File: config.mk
export PLATFORM = sky130hd
export DESIGN_NAME = alu_result_sender_flat
export DESIGN_NICKNAME = d
export VERILOG_FILES = /design/src/rtl/alu_result_sender_if.sv /design/src/rtl/alu_result_sender.sv /design/src/flat_wrapper.sv
export SDC_FILE = /design/constraint.sdc
export NUM_CORES = 1
export LEC_CHECK = 0
export ABC_AREA = 1
export CELL_PAD_IN_SITES_DETAIL_PLACEMENT = 1
export CELL_PAD_IN_SITES_GLOBAL_PLACEMENT = 2
export CORE_MARGIN = 2
export CORE_UTILIZATION = 35
export DETAILED_ROUTE_END_ITERATION = 10
export PLACE_DENSITY_LB_ADDON = 0.1
export SETUP_SLACK_MARGIN = 0.4
export SYNTH_ARGS = -nofsm -noshare
export SYNTH_HDL_FRONTEND = slang
export SYNTH_SLANG_ARGS = --single-unit
File: constraint.sdc
create_clock -name CLK -period 1.9 [get_ports CLK]
set_input_delay 0.475 -clock CLK [delete_from_list [all_inputs] [get_ports CLK]]
set_output_delay 0.475 -clock CLK [all_outputs]
set_load 0.05 [all_outputs]
File: src/rtl/alu_result_sender_if.sv
// Handshake bundle between the ALU result port, the result sender and the UART TX byte port.
// The sender uses the slave view; the producer/consumer environment uses the master view.
interface alu_result_sender_if #(
    parameter int data_width = 8
);
    logic [2*data_width-1:0] ALU_OUT;
    logic                    out_valid;
    logic                    alu_ready;
    logic [data_width-1:0]   TX_P_DATA;
    logic                    TX_D_VALID;
    logic                    TX_READY;
    logic                    busy;
    logic                    overflow;

    modport master (
        output ALU_OUT, out_valid, TX_READY,
        input  alu_ready, TX_P_DATA, TX_D_VALID, busy, overflow
    );

    modport slave (
        input  ALU_OUT, out_valid, TX_READY,
        output alu_ready, TX_P_DATA, TX_D_VALID, busy, overflow
    );
endinterface

File: src/rtl/alu_result_sender.sv
// Buffers 2*data_width-bit ALU results in a small FIFO and streams each one to the
// UART TX as two bytes, LSB first, over a valid/ready handshake.
module alu_result_sender #(
    parameter int data_width = 8,
    parameter int fifo_depth = 2
) (
    input logic              CLK,
    input logic              rst,
    alu_result_sender_if.slave bus
);
    localparam int ptr_w = (fifo_depth > 1) ? $clog2(fifo_depth) : 1;
    localparam int cnt_w = ptr_w + 1;

    typedef enum logic [1:0] {
        IDLE     = 2'd0,
        SEND_LSB = 2'd1,
        SEND_MSB = 2'd2
    } state_t;

    logic [2*data_width-1:0] mem [fifo_depth];
    logic [ptr_w-1:0]        wr_ptr;
    logic [ptr_w-1:0]        rd_ptr;
    logic [cnt_w-1:0]        count;
    state_t                  state;
    logic [2*data_width-1:0] hold;
    logic [data_width-1:0]   tx_data;
    logic                    tx_valid;
    logic                    overflow_q;

    logic                    full;
    logic                    not_empty;
    logic                    push;
    logic                    pop;
    logic [2*data_width-1:0] head;

    assign full      = (count == cnt_w'(fifo_depth));
    assign not_empty = (count != '0);
    assign push      = bus.out_valid && !full;
    assign head      = mem[rd_ptr];

    // A pop happens only when the FSM is ready to load a new frame into hold.
    always_comb begin
        // NOTE: default first so every path assigns pop and no latch is inferred.
        pop = 1'b0;
        case (state)
            IDLE:     pop = not_empty;
            SEND_MSB: pop = bus.TX_READY && not_empty;
            default:  pop = 1'b0;
        endcase
    end

    // NOTE: the storage array carries no reset; pointers and count define which entries are live.
    always_ff @(posedge CLK) begin
        if (push) mem[wr_ptr] <= bus.ALU_OUT;
    end

    // NOTE: all sequential state uses non-blocking assignments so every update sees pre-edge values.
    always_ff @(posedge CLK or posedge rst) begin
        if (rst) begin
            wr_ptr     <= '0;
            rd_ptr     <= '0;
            count      <= '0;
            overflow_q <= 1'b0;
            state      <= IDLE;
            hold       <= '0;
            tx_data    <= '0;
            tx_valid   <= 1'b0;
        end else begin
            if (push) wr_ptr <= wr_ptr + 1'b1;
            if (pop)  rd_ptr <= rd_ptr + 1'b1;

            case ({push, pop})
                2'b10:   count <= count + 1'b1;
                2'b01:   count <= count - 1'b1;
                default: count <= count;
            endcase

            if (bus.out_valid && full) overflow_q <= 1'b1;

            case (state)
                IDLE: begin
                    if (pop) begin
                        hold     <= head;
                        tx_data  <= head[data_width-1:0];
                        tx_valid <= 1'b1;
                        state    <= SEND_LSB;
                    end else begin
                        tx_valid <= 1'b0;
                    end
                end
                SEND_LSB: begin
                    if (bus.TX_READY) begin
                        tx_data <= hold[2*data_width-1:data_width];
                        state   <= SEND_MSB;
                    end
                end
                SEND_MSB: begin
                    if (bus.TX_READY) begin
                        if (pop) begin
                            hold    <= head;
                            tx_data <= head[data_width-1:0];
                            state   <= SEND_LSB;
                        end else begin
                            tx_valid <= 1'b0;
                            state    <= IDLE;
                        end
                    end
                end
                default: begin
                    tx_valid <= 1'b0;
                    state    <= IDLE;
                end
            endcase
        end
    end

    assign bus.TX_P_DATA  = tx_data;
    assign bus.TX_D_VALID = tx_valid;
    assign bus.alu_ready  = !full;
    assign bus.busy       = (state != IDLE) || not_empty;
    assign bus.overflow   = overflow_q;
endmodule

File: src/flat_wrapper.sv
// flat-port wrapper written by rule: the top's interface ports become plain ports
module alu_result_sender_flat 
#(
    parameter int data_width = 8,
    parameter int fifo_depth = 2
)
  (CLK, rst, bus_ALU_OUT, bus_out_valid, bus_TX_READY, bus_alu_ready, bus_TX_P_DATA, bus_TX_D_VALID, bus_busy, bus_overflow);
  alu_result_sender_if #(.data_width(data_width)) bus_i ();
  input logic CLK;
  input logic rst;
  input wire logic [$bits(bus_i.ALU_OUT)-1:0] bus_ALU_OUT;
  input wire logic [$bits(bus_i.out_valid)-1:0] bus_out_valid;
  input wire logic [$bits(bus_i.TX_READY)-1:0] bus_TX_READY;
  output wire logic [$bits(bus_i.alu_ready)-1:0] bus_alu_ready;
  output wire logic [$bits(bus_i.TX_P_DATA)-1:0] bus_TX_P_DATA;
  output wire logic [$bits(bus_i.TX_D_VALID)-1:0] bus_TX_D_VALID;
  output wire logic [$bits(bus_i.busy)-1:0] bus_busy;
  output wire logic [$bits(bus_i.overflow)-1:0] bus_overflow;
  assign bus_i.ALU_OUT = bus_ALU_OUT;
  assign bus_i.out_valid = bus_out_valid;
  assign bus_i.TX_READY = bus_TX_READY;
  assign bus_alu_ready = bus_i.alu_ready;
  assign bus_TX_P_DATA = bus_i.TX_P_DATA;
  assign bus_TX_D_VALID = bus_i.TX_D_VALID;
  assign bus_busy = bus_i.busy;
  assign bus_overflow = bus_i.overflow;
  alu_result_sender #(.data_width(data_width), .fifo_depth(fifo_depth)) u_core (.CLK(CLK), .rst(rst), .bus(bus_i));
endmodule
==> results of run 1 <==
[layout make-up]
type                            instances  share of cell area (%)
Clock buffer                            6                    2.47
Clock inverter                          2                    1.19
Inverter                               11                    1.49
Multi-Input combinational cell        135                    23.7
Sequential cell                        56                    53.1
Tap cell                               77                    3.27
Timing Repair Buffer                   45                    14.8
[metrics by stage]
step | hold WS, ns | std cells | utilization, % | TNS (ns)
global route | 0.529 | 332 | 46.6 | 0
global placement | 0.454 | 317 | 43.6 | 0
floorplan | 0.453 | 208 | - | 0
detailed placement | 0.480 | 317 | 43.6 | -0.0872
CTS | 0.504 | 332 | 46.2 | 0
finish | 0.495 | 332 | 46.6 | 0
[sequential cells by signal, indices dropped and copies added (netlist names)]
name                   flops
u_core.bus.TX_D_VALID      1
u_core.wr_ptr              1
u_core.rd_ptr              1
u_core.hold                8
u_core.mem                32
u_core.state               2
u_core.count               2
u_core.bus.TX_P_DATA       8
u_core.bus.overflow        1
[power by group through the flow]
stage,registers [W],logic (W),clock network (W)
final,0.00193,0.00258,0.000768
after global routing,0.00199,0.00284,0.000838
after CTS,0.00194,0.00255,0.000802
after detailed placement,0.00198,0.00240,0
after global placement,0.00195,0.00232,0
after floorplan,0.00222,0.00140,0
[critical path, cell delays in order]
cell,delay (ns)
dlygate4sd2_1,0.26
inv_2,0.07
nand2_2,0.06
nand3_4,0.09
nand3_4,0.07
buf_12,0.15
[cells in the mapped netlist]
cell	number	share of area, %
nand2_1	82	14
edfxtp_1	32	42
dfrtp_1	24	27
o21ai_0	17	3.8
nand3_1	12	2.7
or2_2	9	2.5
inv_1	8	1.3
nor2_1	4	0.66
buf_2	3	0.66
inv_2	3	0.50
a21oi_1	2	0.44
buf_6	2	0.99
nand2_2	2	0.55
xor2_1	2	0.77
a31o_2	1	0.39
buf_4	1	0.33
ha_1	1	0.55
nand2_4	1	0.50
nand3_2	1	0.44
xnor2_1	1	0.39
[how the worst max path moves through the flow]
stage,start,end,slack [ns],cells past startpoint
2_1_floorplan,u_core.count[0]$_DFFE_PP0P_,u_core.count[1]$_DFFE_PP0P_,0.32,10
3_3_place_gp,bus_TX_READY,u_core.count[1]$_DFFE_PP0P_,0.01,9
3_5_place_dp,bus_TX_READY,u_core.count[1]$_DFFE_PP0P_,-0.06,9
4_1_cts,u_core.count[0]$_DFFE_PP0P_,bus_busy,0.23,5
5_1_grt,bus_TX_READY,bus_busy,0.20,6
6_report,bus_TX_READY,bus_busy,0.23,6
[per-layer routing]
layer | GRT usage (%) | vias to the layer above | part of all wire (%)
met5 | 0 | - | 0
met4 | 4.33 | 0 | 1.3
li1 | - | 773 | -
met3 | 2.95 | 5 | 3.6
met2 | 25.8 | 31 | 49
met1 | 19.2 | 758 | 46
[what timing repair did]
action	in CTS	in global routing
setup endpoints to repair	11	11
buffers inserted	7	0
hold buffers	0	0
pin swaps	2	0
resized for setup	4	6
[kinds of logic (layout without fill, tap and decap cells)]
kind of cell             count (synthesis)  in the layout
AND/OR/NAND/NOR                        111            111
flip-flops                              56             56
AO/OA/AOI/OAI                           20             20
buffers and inverters                   17             64
XOR/XNOR                                 3              3
adder cells (fa/ha/maj)                  1              1
==> impl_results.md, run 1 <==
- Status: finished, final reports clean
- Die H: 84.4 um
- Port bufs: 31
- MaxCap Viol Count: 0
- Hold path start: u_core.hold[10]$_DFFE_PP0P_
- Clk pin slew, worst setup/hold paths: 0.09 ns
- H-tree depth: 2
- CTS Root Cell: clkbuf_8
- Vias: 1567
- Ports: 32
- CTS tree: done
- Vias in the first global route: 1717
- VDD IR max: 0.823 mV
- Vias/cell: 4.72
- GP Congestion: 0.793
- Compound-Gate Fraction of Synth Area: 4.59%
- Multi-input gate area: 697 um^2
- Crit-path max FO: 2
- CTS Sinks: 56
- Xor/xnor share of the synthesized area: 1.16%
- First-pass GRT wire length: 8.32 mm
- RSZ-0062 raised after global routing: yes
- Post-route clock period utilization: 87.7%
- Final setup fails: 0
- Setup WS post-layout: 0.233 ns
- Sequential-to-total area share from yosys stat: 69.0%
- Leading cell type in the layout, fill and taps excluded: nand2_1
- Finished Cell Area: 0.00294 mm^2
- Mux contribution to synthesized area: 0%
- Slew Viols, Final: 0
- Starting density of the core: 35.9%
- Global-route usage over all layers: 14.9%
- P_int: 0.00309 W
- Share of post-route cells with drive strength above 1: 24.3%
- Synth Area in Adders: 0.553%
- Final Hold Vio Count: 0
- # nets final: 275
- Period minus WS final: 1.67 ns
- Fmax: 0.600 GHz
- Sw Ratio: 41.5%
- FP Rows: 29
- Largest net degree at the start of global routing: 28
- Sequential Power Share: 36.6%
- Post-placement cell area: 0.00275 mm^2
- Final ANT Viol Nets: 0
- Setup Skew: 0.00977 ns
- Mapped Nets: 229
- Synth Cell Area: 0.00226 mm^2
- Gr ovfl total: 0
- Pwr per Cell Area: 1790 mW/mm^2
- Hold Crit Endpoint: u_core.hold[10]$_DFFE_PP0P_
- NetSw: 0.00219 W
- HP Class: reg2reg
- ANT cells: 0
- Detailed Route WL: 4.95 mm
- Netlist cell types: 20
- Area Growth Syn to Fin: 30.0%
- Leak: 1.29 nW
- Register-to-Register Setup Slack: 0.42 ns
- Core area: 0.00631 mm^2
- DR iter-0 viols: 28
- Die Wd: 84.4 um
- Largest family of logic cells by synthesized area: simple AND/OR/NAND/NOR gates
- Startpoint Class: input port
- Crit path kind: in2out
- First-pass detailed-route iteration total: 4
- Inserted Clock Buffers: 5
- WL/cell: 14.9 um
- Clock Power Share: 14.5%
- Simple-gate share of the synthesized area: 20.9%
- Antenna violations before repair: 0
- CTS max path bufs: 2
- Measured slew at the worst slew-check pin: 0.331 ns
- Die footprint: 0.00713 mm^2
- RR Endpoint: u_core.count[1]$_DFFE_PP0P_
- Crit. End Element: output port
- Commonest non-fill, non-tap cells in the layout: 79 x nand2_1, 32 x edfxtp_1, 24 x dfrtp_1, 21 x buf_4
- Sequential cell area: 0.00156 mm^2
- Cell count of the worst hold path: 2
- Filler cells: 694
- Avg Cell Area, Syn: 10.9 um^2
- # DRC: 0
- Logic pwr share: 48.9%
- Relative slew margins: 77.9%
- Reg2Reg Depth: 8
- Critical register-to-register path startpoint: u_core.state[0]$_DFFE_PP0P_
- CP arrival: 1.19 ns
- Synth Instances: 208
- Pre-CTS setup slack: -0.0621 ns
- CP required: 1.42 ns
- FF+latch count, synth: 56
- Post-DP HPWL: 3.39 mm
- Synth warn: 0
- Pwr Total: 0.00528 W
- Clock latency on the worst-skew pair: 0.31 ns
Power figures use the tool's default switching activity.
==> run 2: changes to the inputs <==
--- a/config.mk
+++ b/config.mk
@@ -9,7 +9,7 @@
 export CELL_PAD_IN_SITES_DETAIL_PLACEMENT = 1
 export CELL_PAD_IN_SITES_GLOBAL_PLACEMENT = 2
 export CORE_MARGIN = 2
-export CORE_UTILIZATION = 35
+export CORE_UTILIZATION = 37
 export DETAILED_ROUTE_END_ITERATION = 10
 export PLACE_DENSITY_LB_ADDON = 0.1
 export SETUP_SLACK_MARGIN = 0.4
==> constraint.sdc (replaced) <==
create_clock -name CLK -period 2.1 [get_ports CLK]
set_input_delay 0.525 -clock CLK [delete_from_list [all_inputs] [get_ports CLK]]
set_output_delay 0.525 -clock CLK [all_outputs]
set_load 0.05 [all_outputs]
==> run 2 against run 1 <==
  * Sequential cell count did not move
  * Design area shrank 1.0%
  * First-iteration DRC count grew 14%
  * Combinational power shrank 17%
  * Register-to-register slack improved by 0.08 ns
  * Sequential share of layout area increased by 0.55 points
  * Cell count decreased by 1.5%
  * Critical path type unchanged
  * Critical endpoint unchanged
  * Largest cell class unchanged
  * Largest power group unchanged
==> impl_results.md, run 2 (same netlist as run 1, synthesis figures left out) <==
- Status: finished, final reports clean
- CP required: 1.57 ns
- Measured slew at the worst slew-check pin: 0.513 ns
- Reg2Reg Depth: 7
- Commonest non-fill, non-tap cells in the layout: 80 x nand2_1, 32 x edfxtp_1, 24 x dfrtp_1, 18 x clkdlybuf4s50_1, 17 x o21ai_0
- Core area: 0.00592 mm^2
- Post-route clock period utilization: 80.7%
- Hold buffers post-CTS: 0
- Slew Viols, Final: 0
- Setup Skew: 0.0130 ns
- Final ANT Viol Nets: 0
- Clock latency on the worst-skew pair: 0.31 ns
- Leading cell type in the layout, fill and taps excluded: nand2_1
- Vias/cell: 4.68
- Fmax: 0.590 GHz
- Vias in the first global route: 1635
- CTS max path bufs: 2
- HP Class: reg2reg
- Gr ovfl total: 0
- CTS Root Cell: clkbuf_8
- FP Rows: 28
- Relative slew margins: 65.8%
- Ports: 32
- CTS tree: done
- First-pass GRT wire length: 7.72 mm
- Clk pin slew, worst setup/hold paths: 0.11 ns
- Final Hold Vio Count: 0
- CP arrival: 1.17 ns
- Pwr per Cell Area: 1580 mW/mm^2
- RSZ-0062 raised after global routing: yes
- Pwr Total: 0.00461 W
- RR Endpoint: u_core.bus.TX_P_DATA[2]$_DFFE_PP0P_
- Setup TNS: 0 ns
- Max reg flops: 32
- Die H: 82.2 um
- WL/cell: 14.1 um
- # DRC: 0
- H-tree depth: 2
- Hold Crit Endpoint: u_core.bus.overflow$_DFFE_PP0P_
- Critical register-to-register path startpoint: u_core.state[1]$_DFFE_PP0P_
- Share of post-route cells with drive strength above 1: 23.0%
- Die Wd: 82.2 um
- Area Growth Syn to Fin: 28.7%
- Crit path kind: in2out
- ANT cells: 0
- DR iter-0 viols: 32
- Inserted Clock Buffers: 5
- Die footprint: 0.00676 mm^2
- Antenna violations before repair: 0
- Cell count of the worst hold path: 1
- Crit. End Element: output port
- Period minus WS final: 1.70 ns
- First-pass detailed-route iteration total: 4
- Crit-path max FO: 2
- GP Congestion: 0.752
- Startpoint Class: input port
- Starting density of the core: 38.2%
- Global-route usage over all layers: 15.6%
- Leak: 1.26 nW
- Detailed Route WL: 4.61 mm
- Largest Register: u_core.mem
- Post-DP HPWL: 3.34 mm
- CTS Sinks: 56
- MaxCap Viol Count: 0
- Largest net degree at the start of global routing: 28
- Vias: 1531
- Port bufs: 31
- Hold path start: u_core.bus.overflow$_DFFE_PP0P_
- # nets final: 272
- Final setup fails: 0
- Register-to-Register Setup Slack: 0.50 ns
- VDD IR max: 0.789 mV
## run 2: cell types whose count changed in the layout (fill, tap and decap cells not counted), sizes merged
cell	previous run	this run
clkbuf	6	8
dlygate4sd2	2	0
buf	26	13
clkdlybuf4s15	0	8
clkdlybuf4s50	17	18
clkinvlp	0	1
## run 2: worst max-delay path, stage by stage
cell and delay, ns:
clkdlybuf4s15_1 0.20, inv_2 0.07, nand2_2 0.06, nand3_4 0.09
nand3_4 0.07, buf_12 0.15
## run 2: routing by layer
| metal | wire length [um] | track usage, % | vias up |
|---|---|---|---|
| li1 | - | - | 767 |
| met1 | 2080 | 19.4 | 732 |
| met2 | 2300 | 26.4 | 28 |
| met3 | 169 | 3.48 | 4 |
| met4 | 57 | 6.00 | 0 |
| met5 | 0 | 0 | - |
## run 2: worst max-delay path by stage
stage / end / cells after the start / start / slack (ns)
after floorplan: u_core.count[1]$_DFFE_PP0P_ / 10 / bus_TX_READY / 0.42
after detailed placement: bus_busy / 6 / bus_TX_READY / 0.07
after CTS: bus_busy / 6 / bus_TX_READY / 0.38
after global routing: u_core.bus.TX_P_DATA[2]$_DFFE_PP0P_ / 7 / u_core.state[1]$_DFFE_PP0P_ / 0.35
after global placement: bus_busy / 6 / bus_TX_READY / 0.12
final: bus_busy / 6 / bus_TX_READY / 0.40
## run 2: stage by stage
step | setup WS, ns | util, % | cells | hold WS, ns | cell area, um^2
after floorplan | 0.421 | - | 208 | 0.453 | 2310
after global placement | 0.116 | 46.3 | 314 | 0.453 | 2740
after detailed placement | 0.0712 | 46.3 | 314 | 0.473 | 2740
after CTS | 0.377 | 49.1 | 326 | 0.503 | 2910
after global routing | 0.347 | 49.2 | 327 | 0.515 | 2910
final | 0.405 | 49.2 | 327 | 0.491 | 2910
## run 2: final cells by class
| cell class | count | area (um^2) |
|---|---|---|
| clock buffers | 5 | 68.8 |
| inverters | 11 | 41.3 |
| multi-input cells | 135 | 678 |
| fillers | 625 | 3010 |
| clock inverters | 3 | 42.5 |
| repair buffers | 42 | 427 |
| flip-flops and latches | 56 | 1560 |
| well taps | 75 | 93.8 |
## run 2: what timing repair did
item / 4_1_cts / 5_1_grt
endpoints found under the setup margin: 11 / 13
gates resized for setup: 34 / 7
setup buffers: 4 / 1
pin swaps: 1 / 1
cloned: 0 / 0
## run 2: where the power goes
| group | total (W) | internal, W | switching (W) | leakage, nW |
|---|---|---|---|---|
| clock network | 0.000696 | 0.000353 | 0.000343 | 0.0541 |
| registers | 0.00176 | 0.00156 | 0.000203 | 0.586 |
| logic | 0.00215 | 0.000769 | 0.00138 | 0.620 |
| total | 0.00461 | 0.00268 | 0.00193 | 1.26 |
==> run 3: changes to the inputs <==
--- a/config.mk
+++ b/config.mk
@@ -9,7 +9,7 @@
 export CELL_PAD_IN_SITES_DETAIL_PLACEMENT = 1
 export CELL_PAD_IN_SITES_GLOBAL_PLACEMENT = 2
 export CORE_MARGIN = 2
-export CORE_UTILIZATION = 37
+export CORE_UTILIZATION = 35
 export DETAILED_ROUTE_END_ITERATION = 10
 export PLACE_DENSITY_LB_ADDON = 0.1
 export SETUP_SLACK_MARGIN = 0.4
==> constraint.sdc (replaced) <==
create_clock -name CLK -period 1.6 [get_ports CLK]
set_input_delay 0.4 -clock CLK [delete_from_list [all_inputs] [get_ports CLK]]
set_output_delay 0.4 -clock CLK [all_outputs]
set_load 0.05 [all_outputs]
==> run 3 against run 2 <==
  * The flow now finishes with violations (setup timing)
  * Clock power grew 33%
  * Register-to-register slack lost 0.51 ns
  * Non-clock buffer count grew 29
  * Design area grew 22%
  * Die area grew 5.4%
  * Wire length grew 24%
  * Sequential cell count is the same
  * First-iteration DRC count grew 22%
==> impl_results.md, run 3 (same netlist as run 1, synthesis figures left out) <==
- Status: finished, violations left
- Failing checks: setup timing
- Crit-path max FO: 2
- Filler cells: 642
- Crit path kind: reg2out
- CTS tree: done
- H-tree depth: 2
- ANT cells: 0
- Relative slew margins: 78.8%
- Critical path's largest stage delay: 0.42 ns
- Inserted Clock Buffers: 5
- Core area: 0.00631 mm^2
- Clock latency on the worst-skew pair: 0.30 ns
- Register-to-Register Setup Slack: -0.01 ns
- Setup Skew: 0.00696 ns
- Period minus WS final: 1.63 ns
- Vias: 1713
- Share of post-route cells with drive strength above 1: 39.9%
- Top sig layer: met4
- Final Util: 56.2%
- Gr ovfl total: 0
- Startpoint Class: register
- CTS Sinks: 56
- CP arrival: 1.23 ns
- Area Growth Syn to Fin: 56.8%
- FP Rows: 29
- Hold buffers post-CTS: 0
- Max reg flops: 32
- Slew Viols, Final: 0
- Starting density of the core: 35.9%
- Post-placement cell area: 0.00289 mm^2
- WL met2: 3.02 mm
- Port bufs: 31
- Die H: 84.4 um
- Met3 Wirelength: 185 um
- Detailed Route WL: 5.70 mm
- Measured slew at the worst slew-check pin: 0.318 ns
- Pre-CTS setup slack: -0.271 ns
- Setup WS post-layout: -0.0340 ns
- Slowest CP cell: dfrtp_1
- Min Hold Slack: 0.441 ns
- Final ANT Viol Nets: 0
- CP required: 1.20 ns
- First-pass GRT wire length: 8.54 mm
- Largest Register: u_core.mem
- GP Congestion: 0.757
- # DRC: 0
- First-pass detailed-route iteration total: 4
- HP Class: in2async
- Post-route clock period utilization: 102%
- Die Wd: 84.4 um
- Vias in the first global route: 1689
- RSZ-0062 raised after global routing: yes
- CTS Root Cell: clkbuf_8
- Die footprint: 0.00713 mm^2
- DR iter-0 viols: 39
- Antenna violations before repair: 0
- Crit. End Element: output port
- Ports: 32
- Global-route usage over all layers: 15.5%
- Leading cell type in the layout, fill and taps excluded: nand2_1
- Vias/cell: 4.78
- Post-DP HPWL: 3.30 mm
- Fmax: 0.612 GHz
- Largest net degree at the start of global routing: 25
- # nets final: 301
- Leak: 1.56 nW
- Pwr per Cell Area: 2300 mW/mm^2
- VDD IR max: 1.27 mV
- WL/cell: 15.9 um
- Finished Cell Area: 0.00355 mm^2
- Met1 WL: 2.43 mm
- Commonest non-fill, non-tap cells in the layout: 65 x nand2_1, 32 x edfxtp_1, 23 x buf_4, 23 x dfrtp_1
- Final setup fails: 2
- Cell Chain, Critical Path: inv_2 -> nand2_4 -> nand3_4 -> nand3_2 -> buf_12
- CTS max path bufs: 2
- MaxCap Viol Count: 0
- Clk pin slew, worst setup/hold paths: 0.10 ns
- Final Hold Vio Count: 0
-- run 3: cell types whose count changed in the layout (fill, tap and decap cells not counted), sizes merged --
| cell | previous run | this run |
|---|---|---|
| inv | 11 | 12 |
| dlygate4sd2 | 0 | 2 |
| clkinv | 1 | 0 |
| buf | 13 | 50 |
| clkinvlp | 1 | 0 |
| clkbuf | 8 | 7 |
| clkdlybuf4s15 | 8 | 0 |
| bufbuf | 0 | 1 |
| clkdlybuf4s50 | 18 | 17 |
-- run 3: final timing paths --
path                                              from                     endpoint  cells after the start
setup / recovery           u_core.count[0]$_DFFE_PP0P_                     bus_busy                      5
setup reg to reg           u_core.count[0]$_DFFE_PP0P_  u_core.count[1]$_DFFE_PP0P_                     10
min in group CLK           u_core.hold[10]$_DFFE_PP0P_  u_core.hold[10]$_DFFE_PP0P_                      2
hold / removal                                     rst  u_core.count[1]$_DFFE_PP0P_                      3
hold reg to reg            u_core.hold[10]$_DFFE_PP0P_  u_core.hold[10]$_DFFE_PP0P_                      2
max in group asynchronous                          rst  u_core.count[1]$_DFFE_PP0P_                      3
-- run 3: layout make-up --
cell class	instances	area, um^2	share of cell area, %
clock buffer	6	72.6	2.05
clock inverter	2	38.8	1.09
inverter	11	43.8	1.23
multi-input combinational	135	815	23.0
sequential	56	1560	44.0
tap	77	96.3	2.72
timing repair buffer	71	920	25.9
-- run 3: what timing repair did --
action / 4_1_cts / 5_1_grt
setup buffers: 11 / 15
pin swaps: 4 / 15
setup endpoints to repair: 65 / 66
gates cloned: 4 / 1
gates resized for setup: 17 / 46
-- run 3: routing by layer --
layer / vias to the layer above / track usage, %
met2: 31 / 27.1
met3: 6 / 3.34
met5: - / 0
met1: 842 / 19.9
li1: 834 / -
met4: 0 / 3.46
-- run 3: critical path, delay by kind of cell (launching register included) --
family        cells  cell delay [ns]
simple gates      3             0.24
buf+inv           2             0.27
flops             1             0.42
-- run 3: per-stage QoR --
step                total power [W]  setup TNS, ns  instances
floorplan                   0.00427              0        208
global placement            0.00542          -2.58        319
detailed placement          0.00554          -4.44        319
CTS                         0.00723              0        342
global route                0.00869         -0.145        358
finish                      0.00817        -0.0480        358
-- run 3: report_power, final --
group | leakage, nW | switching (W) | internal, W
Sequential | 0.585 | 0.000293 | 0.00205
Clock | 0.0558 | 0.000450 | 0.000474
Combinational | 0.918 | 0.00247 | 0.00243
Total | 1.56 | 0.00322 | 0.00496
